$ cat src/rtl/rice_core_pkg.sv
// ---------------------------------------------------------------------------
// rice_core_pkg
// Shared definitions for the RICE core trap controller: machine interrupt
// cause codes, trap FSM state encoding, mtvec mode encoding and a small
// helper that decides whether an mtvec mode selects vectored dispatch.
// No ports; imported by rice_core_trap_ctrl and rice_core_trap_prio_enc.
// ---------------------------------------------------------------------------
package rice_core_pkg;

    // Width of the internal cause code. It covers the local interrupt causes
    // (up to 31) and exception vectors up to 256 bits wide.
    localparam int CODE_W = 8;

    // Standard machine-level interrupt cause codes and mip bit positions.
    localparam int IRQ_MSI_CODE   = 3;
    localparam int IRQ_MTI_CODE   = 7;
    localparam int IRQ_MEI_CODE   = 11;
    // Local interrupt i is reported as cause LOCAL_IRQ_BASE + i.
    localparam int LOCAL_IRQ_BASE = 16;

    typedef enum logic [1:0] {
        TRAP_IDLE   = 2'd0,
        TRAP_REQ    = 2'd1,
        TRAP_COMMIT = 2'd2
    } trap_state_e;

    typedef enum logic [1:0] {
        MTVEC_DIRECT   = 2'd0,
        MTVEC_VECTORED = 2'd1,
        MTVEC_RSVD2    = 2'd2,
        MTVEC_RSVD3    = 2'd3
    } mtvec_mode_e;

    // Reserved modes 2 and 3 fall back to direct dispatch.
    function automatic logic is_vectored(input logic [1:0] mode);
        return mtvec_mode_e'(mode) == MTVEC_VECTORED;
    endfunction

endpackage

$ cat src/rtl/rice_core_trap_prio_enc.sv
// ---------------------------------------------------------------------------
// rice_core_trap_prio_enc
// Picks the single trap cause to take from the enabled pending interrupts and
// the raw exception flags. Exceptions beat interrupts and the lowest set
// exception bit wins. Interrupt order is MEI > MSI > MTI > local, with the
// lowest local index first.
// Ports:
//   i_pending   - pending interrupts already masked by mie and mstatus.MIE
//   i_exception - exception flags, bit index = cause code
//   o_valid     - a trap cause is present
//   o_interrupt - the chosen cause is an interrupt
//   o_code      - cause code of the chosen trap
// ---------------------------------------------------------------------------
module rice_core_trap_prio_enc
    import rice_core_pkg::*;
#(
    parameter int MIP_W     = 24,
    parameter int EXC_WIDTH = 16
) (
    input  logic [MIP_W-1:0]     i_pending,
    input  logic [EXC_WIDTH-1:0] i_exception,
    output logic                 o_valid,
    output logic                 o_interrupt,
    output logic [CODE_W-1:0]    o_code
);

    // Reserved mip positions never carry an interrupt.
    logic unused_pending;
    assign unused_pending = ^{i_pending[15:12], i_pending[10:8],
                              i_pending[6:4], i_pending[2:0]};

    // Candidates are visited from lowest to highest priority, so every later
    // hit overwrites an earlier one and the last write is the winner.
    always_comb begin
        o_valid     = 1'b0;
        o_interrupt = 1'b0;
        o_code      = '0;
        for (int i = MIP_W - 1; i >= LOCAL_IRQ_BASE; i--) begin
            if (i_pending[i]) begin
                o_valid     = 1'b1;
                o_interrupt = 1'b1;
                o_code      = CODE_W'(i);
            end
        end
        if (i_pending[IRQ_MTI_CODE]) begin
            o_valid     = 1'b1;
            o_interrupt = 1'b1;
            o_code      = CODE_W'(IRQ_MTI_CODE);
        end
        if (i_pending[IRQ_MSI_CODE]) begin
            o_valid     = 1'b1;
            o_interrupt = 1'b1;
            o_code      = CODE_W'(IRQ_MSI_CODE);
        end
        if (i_pending[IRQ_MEI_CODE]) begin
            o_valid     = 1'b1;
            o_interrupt = 1'b1;
            o_code      = CODE_W'(IRQ_MEI_CODE);
        end
        for (int i = EXC_WIDTH - 1; i >= 0; i--) begin
            if (i_exception[i]) begin
                o_valid     = 1'b1;
                o_interrupt = 1'b0;
                o_code      = CODE_W'(i);
            end
        end
    end

endmodule

$ cat src/rtl/rice_core_trap_ctrl.sv
// ---------------------------------------------------------------------------
// rice_core_trap_ctrl
// Machine-mode trap controller. It collects interrupt lines into mip, picks
// the highest priority exception or enabled interrupt, latches cause, mepc
// and handler address, then runs a request/ack handshake with the pipeline
// and pulses o_csr_update once the trap is accepted.
// Ports:
//   i_clk, i_rst_n      - clock, asynchronous active-low reset
//   i_enable            - core enable; low aborts any trap in flight
//   i_exception, i_pc   - exception flags and PC of the affected instruction
//   i_irq_msi/mti/mei   - level-sensitive machine software/timer/external irq
//   i_irq_local         - level-sensitive platform-local irqs (cause 16+i)
//   i_mstatus_mie,i_mie - global and per-interrupt enables
//   i_mtvec_base/mode   - trap vector base (word aligned) and dispatch mode
//   o_trap_req,i_trap_ack - trap handshake with the pipeline
//   o_trap_pc, o_mcause, o_mepc - handler address and CSR values for the trap
//   o_csr_update        - one-cycle pulse that commits mepc/mcause/mstatus
//   o_mip               - pending interrupt bits
// Configuration macro: RICE_CORE_IRQ_SYNC_EN adds a 2-flop synchroniser on
// every interrupt input ahead of mip; without it mip is a single register.
// ---------------------------------------------------------------------------
module rice_core_trap_ctrl
    import rice_core_pkg::*;
#(
    parameter int XLEN         = 32,
    parameter int IRQ_CHANNELS = 8,
    parameter int EXC_WIDTH    = 16
) (
    input  logic                       i_clk,
    input  logic                       i_rst_n,
    input  logic                       i_enable,
    input  logic [EXC_WIDTH-1:0]       i_exception,
    input  logic [XLEN-1:0]            i_pc,
    input  logic                       i_irq_msi,
    input  logic                       i_irq_mti,
    input  logic                       i_irq_mei,
    input  logic [IRQ_CHANNELS-1:0]    i_irq_local,
    input  logic                       i_mstatus_mie,
    input  logic [16+IRQ_CHANNELS-1:0] i_mie,
    input  logic [XLEN-3:0]            i_mtvec_base,
    input  logic [1:0]                 i_mtvec_mode,
    output logic                       o_trap_req,
    input  logic                       i_trap_ack,
    output logic [XLEN-1:0]            o_trap_pc,
    output logic [XLEN-1:0]            o_mcause,
    output logic [XLEN-1:0]            o_mepc,
    output logic                       o_csr_update,
    output logic [16+IRQ_CHANNELS-1:0] o_mip
);

    localparam int MIP_W = LOCAL_IRQ_BASE + IRQ_CHANNELS;

    logic [MIP_W-1:0]  mip_raw;
    logic [MIP_W-1:0]  mip_d, mip_q;
    logic [MIP_W-1:0]  pending_masked;

    trap_state_e       state_d, state_q;
    logic [XLEN-1:0]   trap_pc_d, trap_pc_q;
    logic [XLEN-1:0]   mcause_d, mcause_q;
    logic [XLEN-1:0]   mepc_d, mepc_q;

    logic              enc_valid;
    logic              enc_interrupt;
    logic [CODE_W-1:0] enc_code;
    logic [XLEN-1:0]   vec_base;
    logic [XLEN-1:0]   trap_pc_new;
    logic [XLEN-1:0]   mcause_new;

    // Place every interrupt line at its architectural mip bit position.
    always_comb begin
        mip_raw               = '0;
        mip_raw[IRQ_MSI_CODE] = i_irq_msi;
        mip_raw[IRQ_MTI_CODE] = i_irq_mti;
        mip_raw[IRQ_MEI_CODE] = i_irq_mei;
        for (int i = 0; i < IRQ_CHANNELS; i++) begin
            mip_raw[LOCAL_IRQ_BASE + i] = i_irq_local[i];
        end
    end

`ifdef RICE_CORE_IRQ_SYNC_EN
    logic [MIP_W-1:0] sync_d, sync_q;

    // First synchroniser stage; mip_q acts as the second stage.
    always_comb begin
        sync_d = mip_raw;
        mip_d  = sync_q;
    end

    always_ff @(posedge i_clk or negedge i_rst_n) begin
        if (!i_rst_n) begin
            sync_q <= '0;
        end else begin
            sync_q <= sync_d;
        end
    end
`else
    always_comb begin
        mip_d = mip_raw;
    end
`endif

    always_ff @(posedge i_clk or negedge i_rst_n) begin
        if (!i_rst_n) begin
            mip_q <= '0;
        end else begin
            mip_q <= mip_d;
        end
    end

    assign o_mip          = mip_q;
    assign pending_masked = mip_q & i_mie & {MIP_W{i_mstatus_mie}};

    rice_core_trap_prio_enc #(
        .MIP_W     (MIP_W),
        .EXC_WIDTH (EXC_WIDTH)
    ) u_prio_enc (
        .i_pending   (pending_masked),
        .i_exception (i_exception),
        .o_valid     (enc_valid),
        .o_interrupt (enc_interrupt),
        .o_code      (enc_code)
    );

    // Handler address and mcause for the cause currently selected. Only
    // interrupts in vectored mode get the 4*code offset; the add wraps.
    always_comb begin
        vec_base = {i_mtvec_base, 2'b00};
        if (enc_interrupt && is_vectored(i_mtvec_mode)) begin
            trap_pc_new = vec_base + (XLEN'(enc_code) << 2);
        end else begin
            trap_pc_new = vec_base;
        end
        mcause_new = {enc_interrupt, (XLEN-1)'(enc_code)};
    end

    // State register together with the trap record latched on entry to REQ.
    always_ff @(posedge i_clk or negedge i_rst_n) begin
        if (!i_rst_n) begin
            state_q   <= TRAP_IDLE;
            trap_pc_q <= '0;
            mcause_q  <= '0;
            mepc_q    <= '0;
        end else begin
            state_q   <= state_d;
            trap_pc_q <= trap_pc_d;
            mcause_q  <= mcause_d;
            mepc_q    <= mepc_d;
        end
    end

    // Next-state logic. The trap record is only captured in IDLE, so it stays
    // frozen while the pipeline has not yet acknowledged the request.
    always_comb begin
        state_d   = state_q;
        trap_pc_d = trap_pc_q;
        mcause_d  = mcause_q;
        mepc_d    = mepc_q;
        case (state_q)
            TRAP_IDLE: begin
                if (enc_valid && i_enable) begin
                    state_d   = TRAP_REQ;
                    trap_pc_d = trap_pc_new;
                    mcause_d  = mcause_new;
                    mepc_d    = i_pc;
                end
            end
            TRAP_REQ: begin
                if (i_trap_ack) begin
                    state_d = TRAP_COMMIT;
                end
            end
            TRAP_COMMIT: begin
                state_d = TRAP_IDLE;
            end
            default: begin
                state_d = TRAP_IDLE;
            end
        endcase
        if (!i_enable) begin
            state_d = TRAP_IDLE;
        end
    end

    // Outputs. A disabled core sees neither the request nor the commit pulse,
    // even in the cycle before the FSM returns to IDLE.
    always_comb begin
        o_trap_req   = (state_q == TRAP_REQ) && i_enable;
        o_csr_update = (state_q == TRAP_COMMIT) && i_enable;
        o_trap_pc    = trap_pc_q;
        o_mcause     = mcause_q;
        o_mepc       = mepc_q;
    end

endmodule

$ cat config.mk
export PLATFORM = sky130hd
export DESIGN_NAME = rice_core_trap_ctrl
export DESIGN_NICKNAME = d
export VERILOG_FILES = /design/src/rtl/rice_core_pkg.sv /design/src/rtl/rice_core_trap_prio_enc.sv /design/src/rtl/rice_core_trap_ctrl.sv
export SDC_FILE = /design/constraint.sdc
export NUM_CORES = 1
export LEC_CHECK = 0
export CAP_MARGIN = 5
export CORE_UTILIZATION = 43
export CTS_CLUSTER_DIAMETER = 120
export DETAILED_ROUTE_END_ITERATION = 16
export PLACE_DENSITY = 0.88
export SLEW_MARGIN = 10
export SYNTH_ARGS = -nofsm -noshare
export SYNTH_HDL_FRONTEND = slang
export SYNTH_SLANG_ARGS = --single-unit
$ cat constraint.sdc
create_clock -name i_clk -period 5.9 [get_ports i_clk]
set_clock_uncertainty 0.2 [all_clocks]
set_input_delay 0.59 -clock i_clk [delete_from_list [all_inputs] [get_ports i_clk]]
set_output_delay 0.59 -clock i_clk [all_outputs]
set_load 0.01 [all_outputs]
== Yosys cells after proc, flatten, opt, wreduce, memory -nomap -nowiden ==
Cells that the tools add are included.
Storage, ports and cells
  register bits: 86
  logic and storage cells: 95
  input port bits: 120
  output and inout bits: 122
Cells by class
  bitwise gates (word level): 2
  eq/ne operators: 5
  $add $sub $neg: 1
  muxes and demuxes: 75
  reductions and logical operators: 7
Operator list (count)
  $mux 5: 27
  $and 24x24->24: 2
  $mux 1: 43
  $add 32x10->32: 1
  $mux 32: 1
  $mux 2: 3
  $ne 3x3->1 const B: 2
  $eq 2x1->1 const B: 2
  $logic_and 1x1->1: 4
  $pmux 2 s2: 1
  $reduce_and 2->1: 2
  $eq 2x2->1 const B: 1
  $logic_not 2->1: 1

== Longest topological paths before layout ==
  word-level depth: 33
  depth in mapped cells: 14
  depth with buffers taken out: 13

== Hierarchy ==
From an unflattened synthesis, not the netlist that was laid out.
Unflattened totals
  cells, all modules: 544
  area total of the unflattened synthesis: 4707.0 µm²
Modules (own cells, without submodules)
  rice_core_trap_ctrl: cells each 489, area an instance 4366.7 µm², times used 1
  rice_core_trap_prio_enc: cells each 55, area an instance 340.3 µm², times used 1

== Worst setup path after synthesis ==
OpenSTA, ideal clock, no wires.
  path kind: input -> register
  start: in i_mie[11]
  end: reg trap_pc_q[14], in the netlist o_trap_pc[14]
  setup time: 0.131 ns
  required time: 5.569 ns
  slack: 2.508 ns
  stages: 13
  arrival: 3.061 ns
  path through: a22o_1 a21bo_2 nor3_1 o21ai_0 a221o_1 ha_1 fa_1 a211oi_1 o21bai_1 o2111ai_1 nor3_1 xnor2_1 o21ai_1
Between the ends
  longest elaborated chain between the ends: 21
  elaborated cells on any way between the ends: 57
  those cells by class: add/sub: 1; mux: 51; bitwise: 2; reduce/logical: 3
RTL lines
  start: declaration: line rice_core_trap_ctrl.sv:39  | input logic [16+IRQ_CHANNELS-1:0] i_mie,
  $and 24x24->24 (2 in a row): line rice_core_trap_ctrl.sv:111  | assign pending_masked = mip_q & i_mie & {MIP_W{i_mstatus_mie}};
  $mux 5: line rice_core_trap_prio_enc.sv:55  | if (i_pending[IRQ_MEI_CODE]) begin
  $mux 5 (16 in a row): line rice_core_trap_prio_enc.sv:61  | if (i_exception[i]) begin
  net enc_code[0]: line rice_core_trap_ctrl.sv:64  | logic [CODE_W-1:0] enc_code;
  $add 32x10->32: line rice_core_trap_ctrl.sv:129  | trap_pc_new = vec_base + (XLEN'(enc_code) << 2);
  $mux 32: line rice_core_trap_ctrl.sv:128  | if (enc_interrupt && is_vectored(i_mtvec_mode)) begin
  end signal: assignment: line rice_core_trap_ctrl.sv:145  | trap_pc_q <= trap_pc_d;
  end: declaration: line rice_core_trap_ctrl.sv:58  | logic [XLEN-1:0] trap_pc_d, trap_pc_q;
The timed path passes the listed nets, and every way through them passes these cells.
A chain may end at the register's enable or synchronous reset.

== Worst setup path in the final report ==
  start: in i_mstatus_mie
  end: reg trap_pc_q[8], in the netlist o_trap_pc[8]
Between the ends
  longest elaborated chain between the ends: 30
  elaborated cells on any way between the ends: 76
  those cells by class: add/sub: 1; mux: 71; bitwise: 1; reduce/logical: 3
RTL lines
  start: declaration: line rice_core_trap_ctrl.sv:38  | input logic i_mstatus_mie,
  $and 24x24->24 (*): line rice_core_trap_ctrl.sv:111
  $mux 5 (8 in a row): line rice_core_trap_prio_enc.sv:39  | if (i_pending[i]) begin
  $mux 5: line rice_core_trap_prio_enc.sv:45  | if (i_pending[IRQ_MTI_CODE]) begin
  $mux 5: line rice_core_trap_prio_enc.sv:50  | if (i_pending[IRQ_MSI_CODE]) begin
  $mux 5 (*): line rice_core_trap_prio_enc.sv:55
  $mux 5 (*) (16 in a row): line rice_core_trap_prio_enc.sv:61
  net enc_code[0]: line rice_core_trap_ctrl.sv:64
  $add 32x10->32 (*): line rice_core_trap_ctrl.sv:129
  $mux 32 (*): line rice_core_trap_ctrl.sv:128
Mark *: on every way through the listed nets, which the timed path passes. The rest lies on a longest branch.

==> flow_summary.toml <==
[setup_path]
cp.required_ps = 5960
start_kind = "input port"
crit_type = "input port to flop"
crit_path_max_fanout = 7
arrival_ps = 4180
crit_path_end_kind = "flop"

[final_layout]
final_nets = 737
antenna_cells = 0
drive_gt1_share_pct = 11.53
area_delta_synth_final_pct = 43.04
final_cell_area_mm2 = 0.006541

[clock_network]
cts_buffers = 9
cts-root-buf = "clkbuf_8"
cts.repair.resized = 0
clock_sinks = 81
hold_buffers = 0
h-tree-depth = 3
cts_setup_buffers = 0
clk_pin_slew_ps = 90
cts_tree = "built"
cts_buffer_depth = 2
clk_latency_ps = 350

[power]
power_density_mw_per_mm2 = 256.8
p_leak_nw = 2.656
vdd_drop_max_mv = 0.1517

[timing]
tns_ps = 0
fin_crit_sh_pct = 69.80
slew_headroom_pct = 21.21
worst_pin_slew_ps = 1182
min_period_ps = 4118
setup_ws_ps = 1782
holdWs_ps = 205.6
hold_viol = 0
drv_slew = 0
setup_viol = 0
rsz0062_at_grt = "false"
fmax_ghz = 0.2428

[floorplanning]
start_util_pct = 44.30
die_area_mm2 = 0.01105
rows = 37
io_pins = 242
die_x_um = 105.1
fp.dieH_um = 105.1
core_area_mm2 = 0.01032

[route]
ant_nets = 0
wl_per_cell_um = 15.28
drt_first_pass_iters = 4
wirelength_um = 11490
drt-vias-per-instance = 5.003
num_vias = 3762
drt_iter0_drc = 152
drcViolationCount = 0

[grt]
grt_pass1_wl_um = 18290
grt_pass1_vias = 3782
grt_max_degree = 82
gr-usage-all-layers_pct = 21.06
antenna_found_initial = 0
grt_overflow = 0

[hold_path]
hp-class = "input port to asynchronous set/reset pin"

[place]
hpwl_um = 8820
place_congestion = 0.8802
pre_cts_ws_ps = 1423
dpl_cell_area_mm2 = 0.006362
io_buffers = 187

[yosys]
synth_edf_count = 0
synth_warnings = 0
syn_inst = 425
yosysSeqAreaShare_pct = 44.32
netlist_area_mm2 = 0.004573
ys_types = 58
synth_seq_cells = 81
async_reset_ff_share_pct = 100.0
ys.flop_type = "dfrtp_1"
synth.avg_cell_area_um2 = 10.76

[status]
status = "completed"

[job]
maxCapViolations = 0
==> flip-flops by register name, indices dropped and copies added, names as in the netlist <==
| register | flops |
|---|---|
| o_trap_pc | 30 |
| o_mcause | 6 |
| o_mip | 11 |
| o_mepc | 32 |
| state_q | 2 |
==> report_power, final <==
group	switching, mW	leakage, nW	internal, mW
logic	0.234	1.59	0.349
clock network	0.212	0.0863	0.167
registers	0.0600	0.975	0.659
==> through the flow <==
| stage | instances | utilization, % | power, mW |
|---|---|---|---|
| after floorplan | 465 | - | 0.9926 |
| after global placement | 736 | 61.63 | 1.296 |
| after detailed placement | 736 | 61.63 | 1.315 |
| after CTS | 752 | 63.36 | 1.701 |
| after global routing | 752 | 63.36 | 1.766 |
| final | 752 | 63.36 | 1.680 |
==> area by class of cell <==
class,count,area (um^2)
Inverter,11,41.29
Timing Repair Buffer,188,1877
Tap cell,136,170.2
Sequential cell,81,2027
Multi-Input combinational cell,320,2247
Fill cell,811,3782
Clock inverter,5,37.54
Clock buffer,11,141.4
==> cells in the final DEF, fill, tap and decap left out, drive strengths merged, types with 2 or more instances in the layout <==
cell,netlist,final
or2,2,2
o211ai,2,2
clkinvlp,0,2
nand3,13,13
o21bai,2,2
a21o,2,2
o31ai,3,3
nor3,12,12
mux2,35,35
buf,50,2
dfrtp,81,81
nor2,23,23
and4,2,2
clkbuf,3,11
nand2,47,47
clkdlybuf4s50,0,186
conb,1,41
a22oi,4,4
a211oi,2,2
ha,5,5
xnor2,26,26
inv,11,13
o21a,2,2
nor2b,4,4
o21ai,40,40
o2111ai,3,3
a31oi,4,4
mux2i,5,5
a21oi,9,9
nor4,12,12
nand4,5,5
==> critical path, cell delays in order <==
cell	delay [ps]
clkdlybuf4s50_1	550
nand3_1	240
a21bo_2	320
nor3_1	140
o21ai_0	120
a221o_1	370
ha_1	240
fa_1	430
a211oi_1	290
o21bai_1	160
o2111ai_1	290
nor2_1	110
xnor2_1	150
o21ai_0	170
==> cell usage after synthesis (5+ instances only) <==
master | n | area (um^2)
nor3_1 | 12 | 60.06
buf_4 | 41 | 307.8
mux2_4 | 28 | 420.4
mux2_2 | 7 | 78.83
dfrtp_1 | 81 | 2027
nand3_1 | 12 | 60.06
nand4_1 | 5 | 31.28
ha_1 | 5 | 62.56
nand2_1 | 47 | 176.4
mux2i_1 | 5 | 50.05
a21oi_1 | 9 | 45.04
inv_1 | 10 | 37.54
o21ai_0 | 24 | 120.1
nor2_1 | 23 | 86.33
o21ai_1 | 15 | 75.07
xnor2_1 | 26 | 227.7
==> cell families (layout without fill, tap and decap cells) <==
family	after synthesis	count (layout)	share of synthesized area, %
and+or+nand+nor	126	126	15.13
other	1	41	0.08200
xor gates and xnor gates	27	27	5.171
adders and majority gates	6	6	1.806
muxes	40	40	12.01
buffers and inverters	64	215	10.01
AOI/OAI and AO/OA	80	80	11.46
DFF	81	81	44.32
==> routing by layer <==
metal	share of wire (%)	GRT usage [%]	routed length (um)
met2	51	36.71	5809
met3	6.3	4.616	729
met1	41	24.97	4737
met4	1.9	8.954	216
met5	0	0	0
==> final timing paths <==
kind,from,end,slack [ps],depth (start not counted)
max in group asynchronous,i_rst_n,o_mcause[0]$_DFFE_PN0P_,4660,1
min in group i_clk,o_trap_pc[16]$_DFFE_PN0P_,o_trap_pc[16]$_DFFE_PN0P_,280,2
hold reg to reg,o_trap_pc[16]$_DFFE_PN0P_,o_trap_pc[16]$_DFFE_PN0P_,280,2
setup / recovery,i_mstatus_mie,o_trap_pc[8]$_DFFE_PN0P_,1780,14
hold / removal,i_rst_n,o_trap_pc[28]$_DFFE_PN0P_,210,1
setup reg to reg,o_mip[11]$_DFF_PN0_,o_trap_pc[8]$_DFFE_PN0P_,2160,13
Note: power is estimated with default switching activity, not from simulation.
==> edit 1 (same flow settings) <==
Add a define of `RICE_CORE_IRQ_SYNC_EN`.
--- a/src/rtl/rice_core_trap_ctrl.sv
+++ b/src/rtl/rice_core_trap_ctrl.sv
@@ -21,2 +21,4 @@
 // ---------------------------------------------------------------------------
+`define RICE_CORE_IRQ_SYNC_EN
+
 module rice_core_trap_ctrl
Check against the original RTL: not equivalent (a bounded check fails within 4 cycles, from zero or initial values and one cycle with i_rst_n low).
==> edit 1 against the original RTL <==
  * Setup slack better by 0.18 ns
  * Synthesized area rose by 5.4%
  * Largest cell class is now flip-flops and latches
  * Power grew 5.1%
  * Cell count up 10%
  * Wire length increased by 6.1%
  * Sequential cell count rose by 11
  * Global-route usage is 0.33 points higher
  * Largest power group unchanged
  * Combinational power down 7.0%
  * Final area up 4.7%
  * Critical endpoint is now o_trap_pc[14]
==> edit 1: results (changes against the original RTL) <==
----------------------------------------------------
[Run status]
  Result of the run ... complete, no violations (unchanged)

[GRT]
  Total routing resource utilization after global routing ... 0.214 (was 0.211)
  First-pass GRT wire length ... 19400 microns (was 18300 microns)
  Pin count of the biggest net entering global routing ... 50 (was 82)

[Routing]
  Wire length on met1 ... 4760 microns (was 4740 microns)
  Iter 0 DRT Violations ... 212 (was 152)
  Highest routed metal layer ... met4 (unchanged)
  Met2 layer wire length in the routed design ... 6230 microns (was 5810 microns)
  Routed length on met3 ... 990 microns (was 729 microns)
  Avg WL per Cell ... 14.7 microns (was 15.3 microns)
  Via count ... 4143 (was 3762)

[Logic synthesis]
  Leading post-synthesis cells by instance count ... sky130_fd_sc_hd__nand2_1 (144), sky130_fd_sc_hd__dfrtp_1 (92), sky130_fd_sc_hd__buf_4 (47) (was sky130_fd_sc_hd__dfrtp_1 (81), sky130_fd_sc_hd__nand2_1 (47), sky130_fd_sc_hd__buf_4 (41))
  Compound-Gate Fraction of Synth Area ... 0.116 (was 0.115)
  Number of standard cells after synthesis ... 499 (was 425)
  Post-Synth Adder-Cell Area ... 0.0171 (was 0.0181)
  Sequential share of the synthesized area ... 0.477 (was 0.443)
  Synth top area cells ... sky130_fd_sc_hd__dfrtp_1 (48%), sky130_fd_sc_hd__nand2_1 (11%), sky130_fd_sc_hd__buf_4 (7.3%), sky130_fd_sc_hd__xnor2_1 (4.7%), sky130_fd_sc_hd__nor4_4 (3.1%) (was sky130_fd_sc_hd__dfrtp_1 (44%), sky130_fd_sc_hd__mux2_4 (9.2%), sky130_fd_sc_hd__buf_4 (6.7%), sky130_fd_sc_hd__xnor2_1 (5.0%), sky130_fd_sc_hd__nand2_1 (3.9%))
  Count of unique library cells instantiated by Yosys ... 58 (unchanged)
  Post-synth top flop ... sky130_fd_sc_hd__dfrtp_1 (unchanged)
  XOR/XNOR share of the synthesized area ... 0.0472 (was 0.0517)

[Final layout]
  Number of inserted filler cells in the final layout ... 907 (was 811)
  Relative area change from synthesis to final layout ... 42.0% (was 43.0%)
  Fraction of layout instances using a drive strength above 1 ... 0.0712 (was 0.115)
  Layout Cells excl Fill ... 828 (was 752)

[Power]
  Leakage component of the power ... 2.95 nW (was 2.66 nW)
  Cell-internal power ... 1.24 mW (was 1.17 mW)

[Place]
  Last weighted congestion value of the routability-driven placer ... 0.817 (was 0.880)
  DPL Wire Length ... 9540 microns (was 8820 microns)
  Number of cells in the design after placement ... 812 (was 736)

[Worst setup path]
  Worst stage delay on the critical path ... 0.45 ns (was 0.55 ns)
  Maximum fanout encountered on the critical timing path ... 12 (was 7)

[Clock network]
  Hold-fix buffers, CTS ... 0 (unchanged)

[Timing]
  Measured slew at the worst slew-check pin ... 0.838 ns (was 1.18 ns)

----------------------------------------------------
[edit 1: area by class of cell]
| class | instances | area share |
|---|---|---|
| well taps | 140 | 0.0256 |
| inverters | 9 | 0.00493 |
| multi-input cells | 378 | 0.324 |
| flip-flops and latches | 92 | 0.336 |
| clock buffers | 12 | 0.0227 |
| repair buffers | 193 | 0.280 |
| clock inverters | 4 | 0.00694 |
[edit 1: per-stage QoR]
step / hold slack [ns] / power, mW / setup WS, ns
floorplan: 0.0944 / 1.02 / 2.28
global placement: 0.133 / 1.32 / 1.77
detailed placement: 0.135 / 1.35 / 1.67
CTS: 0.0231 / 1.78 / 2.01
global route: 0.0408 / 1.87 / 1.85
finish: 0.0148 / 1.77 / 1.96
[edit 1: routing by layer]
layer | track usage | up-vias
met5 | 0 | -
met4 | 0.0675 | 0
met3 | 0.0599 | 19
met2 | 0.380 | 211
met1 | 0.247 | 1944
li1 | - | 1969
[edit 1: power by group through the flow]
stage	sequential [mW]	clock, mW	combinational, mW
floorplan	0.843	0	0.181
global placement	0.796	0	0.528
detailed placement	0.803	0	0.545
CTS	0.791	0.445	0.548
global route	0.802	0.475	0.591
finish	0.791	0.433	0.542
[edit 1: worst paths after layout]
path                           start            end  slack [ns]  cells after the start
min reg2reg                mip_d[22]      o_mip[22]        0.15                      0
max                        i_mie[11]  o_trap_pc[14]        1.96                     14
max reg2reg                o_mip[11]  o_trap_pc[14]        2.21                     13
min                          i_rst_n     o_mepc[12]        0.01                      1
min in group i_clk         mip_d[22]      o_mip[22]        0.15                      0
max in group asynchronous    i_rst_n      o_mepc[8]        4.44                      2
==> edit 2 (same flow settings) <==
Made on the original files. The 3 states of `trap_state_e` get a one-hot encoding in 3 bits.
--- a/src/rtl/rice_core_pkg.sv
+++ b/src/rtl/rice_core_pkg.sv
@@ -20,6 +20,6 @@
 
-    typedef enum logic [1:0] {
-        TRAP_IDLE   = 2'd0,
-        TRAP_REQ    = 2'd1,
-        TRAP_COMMIT = 2'd2
+    typedef enum logic [2:0] {
+        TRAP_IDLE   = 3'b001,
+        TRAP_REQ    = 3'b010,
+        TRAP_COMMIT = 3'b100
     } trap_state_e;
Function: same outputs for any inputs over 10 cycles, from zero or initial values and one cycle with i_rst_n low; not proved beyond that.
==> edit 2 against the original RTL <==
  * Final area fell by 1.3%
  * Sequential cell count rose by 1
  * Global-route usage rose by 0.97 points
  * Setup slack improved by 0.14 ns
  * Core utilization rose by 2.1 points
  * Synthesized cell count fell by 2.4%
  * Critical endpoint is now o_trap_pc[13]
  * Power rose by 23%
  * Synthesized area fell by 3.1%
  * Wire length fell by 1.5%
  * First-iteration DRC count rose by 3.9%
  * Largest power group is now combinational logic
==> edit 2: results (changes against the original RTL) <==
----------------------------------------------------
[Run status]
  Result of the run ... complete, no violations (unchanged)

[Place]
  DPL Wire Length ... 8690 microns (was 8820 microns)
  DP Worst Slack ... 1.56 ns (was 1.42 ns)
  Last weighted congestion value of the routability-driven placer ... 0.857 (was 0.880)
  Number of cells in the design after placement ... 725 (was 736)

[Routing]
  Iter 0 DRT Violations ... 158 (was 152)
  Via count ... 3783 (was 3762)
  Avg WL per Cell ... 15.3 microns (about the same)

[Worst setup path]
  Worst path arrival time ... 4.00 ns (was 4.18 ns)
  Reg-to-Reg End ... o_trap_pc[28] (was o_trap_pc[8])
  Register-to-register setup slack ... 2.23 ns (was 2.16 ns)
  Maximum fanout encountered on the critical timing path ... 13 (was 7)

[Final layout]
  Utilization of the core after routing ... 0.654 (was 0.634)

[Power]
  Switching part of the total ... 0.318 (was 0.301)
  Leakage component of the power ... 2.61 nW (was 2.66 nW)

[GRT]
  Pin count of the biggest net entering global routing ... 83 (was 82)
  Number of global-route vias before repair ... 3900 (was 3782)
  Total routing resource utilization after global routing ... 0.220 (was 0.211)
  Global Route met2 Usage ... 0.385 (was 0.367)

[Logic synthesis]
  Sequential share of the synthesized area ... 0.463 (was 0.443)
  Synth top area cells ... sky130_fd_sc_hd__dfrtp_1 (46%), sky130_fd_sc_hd__mux2_2 (9.1%), sky130_fd_sc_hd__buf_4 (7.6%), sky130_fd_sc_hd__xnor2_1 (5.1%), sky130_fd_sc_hd__nand2_1 (3.9%) (was sky130_fd_sc_hd__dfrtp_1 (44%), sky130_fd_sc_hd__mux2_4 (9.2%), sky130_fd_sc_hd__buf_4 (6.7%), sky130_fd_sc_hd__xnor2_1 (5.0%), sky130_fd_sc_hd__nand2_1 (3.9%))
  Count of unique library cells instantiated by Yosys ... 54 (was 58)
  Share of synthesized area spent on multiplexers ... 0.0960 (was 0.120)
  Post-Synth Adder-Cell Area ... 0.0186 (was 0.0181)

[Timing]
  Maximum clock frequency ... 251 MHz (was 243 MHz)
  Slew headroom ... 0.306 (was 0.212)

----------------------------------------------------
edit 2: cell count changes in the layout (fill, tap and decap cells not counted), moves of 4 or more:
| cell | unedited run | this run |
|---|---|---|
| sky130_fd_sc_hd__mux2_2 | 7 | 36 |
| sky130_fd_sc_hd__mux2_4 | 28 | 0 |
| sky130_fd_sc_hd__nor2_1 | 23 | 17 |
| sky130_fd_sc_hd__nor3_1 | 12 | 17 |
| sky130_fd_sc_hd__a31oi_1 | 4 | 0 |
| sky130_fd_sc_hd__buf_4 | 2 | 6 |
| sky130_fd_sc_hd__nand3_1 | 12 | 8 |
| sky130_fd_sc_hd__nor3b_1 | 1 | 5 |
| sky130_fd_sc_hd__nor4_4 | 4 | 0 |
edit 2: how the worst max path moves through the flow:
stage,startpoint,endpoint,cells after the start
after floorplan,i_mie[11],o_trap_pc[14],14
after global placement,i_mie[11],o_trap_pc[28],15
after detailed placement,i_mstatus_mie,o_trap_pc[13],13
after CTS,i_mstatus_mie,o_trap_pc[13],13
after global routing,i_mstatus_mie,o_trap_pc[11],13
final,i_mstatus_mie,o_trap_pc[13],13
edit 2: per-layer routing:
metal	share of wire	up-vias
li1	-	1771
met4	0.037	0
met5	0	-
met1	0.39	1780
met2	0.50	202
met3	0.070	30
edit 2: power groups by stage:
stage	clock network, mW	registers [mW]	logic (mW)
2_1_floorplan	0	0.933	0.274
3_3_place_gp	0	0.841	0.837
3_5_place_dp	0	0.854	0.856
4_1_cts	0.389	0.844	0.858
5_1_grt	0.407	0.867	0.906
6_report	0.370	0.841	0.848
edit 2: cell type report:
cell class | count | area share
inverter | 8 | 0.00465
timing repair buffer | 192 | 0.295
tap | 133 | 0.0258
multi-input combinational | 310 | 0.329
sequential | 82 | 0.318
clock inverter | 7 | 0.00795
clock buffer | 9 | 0.0192
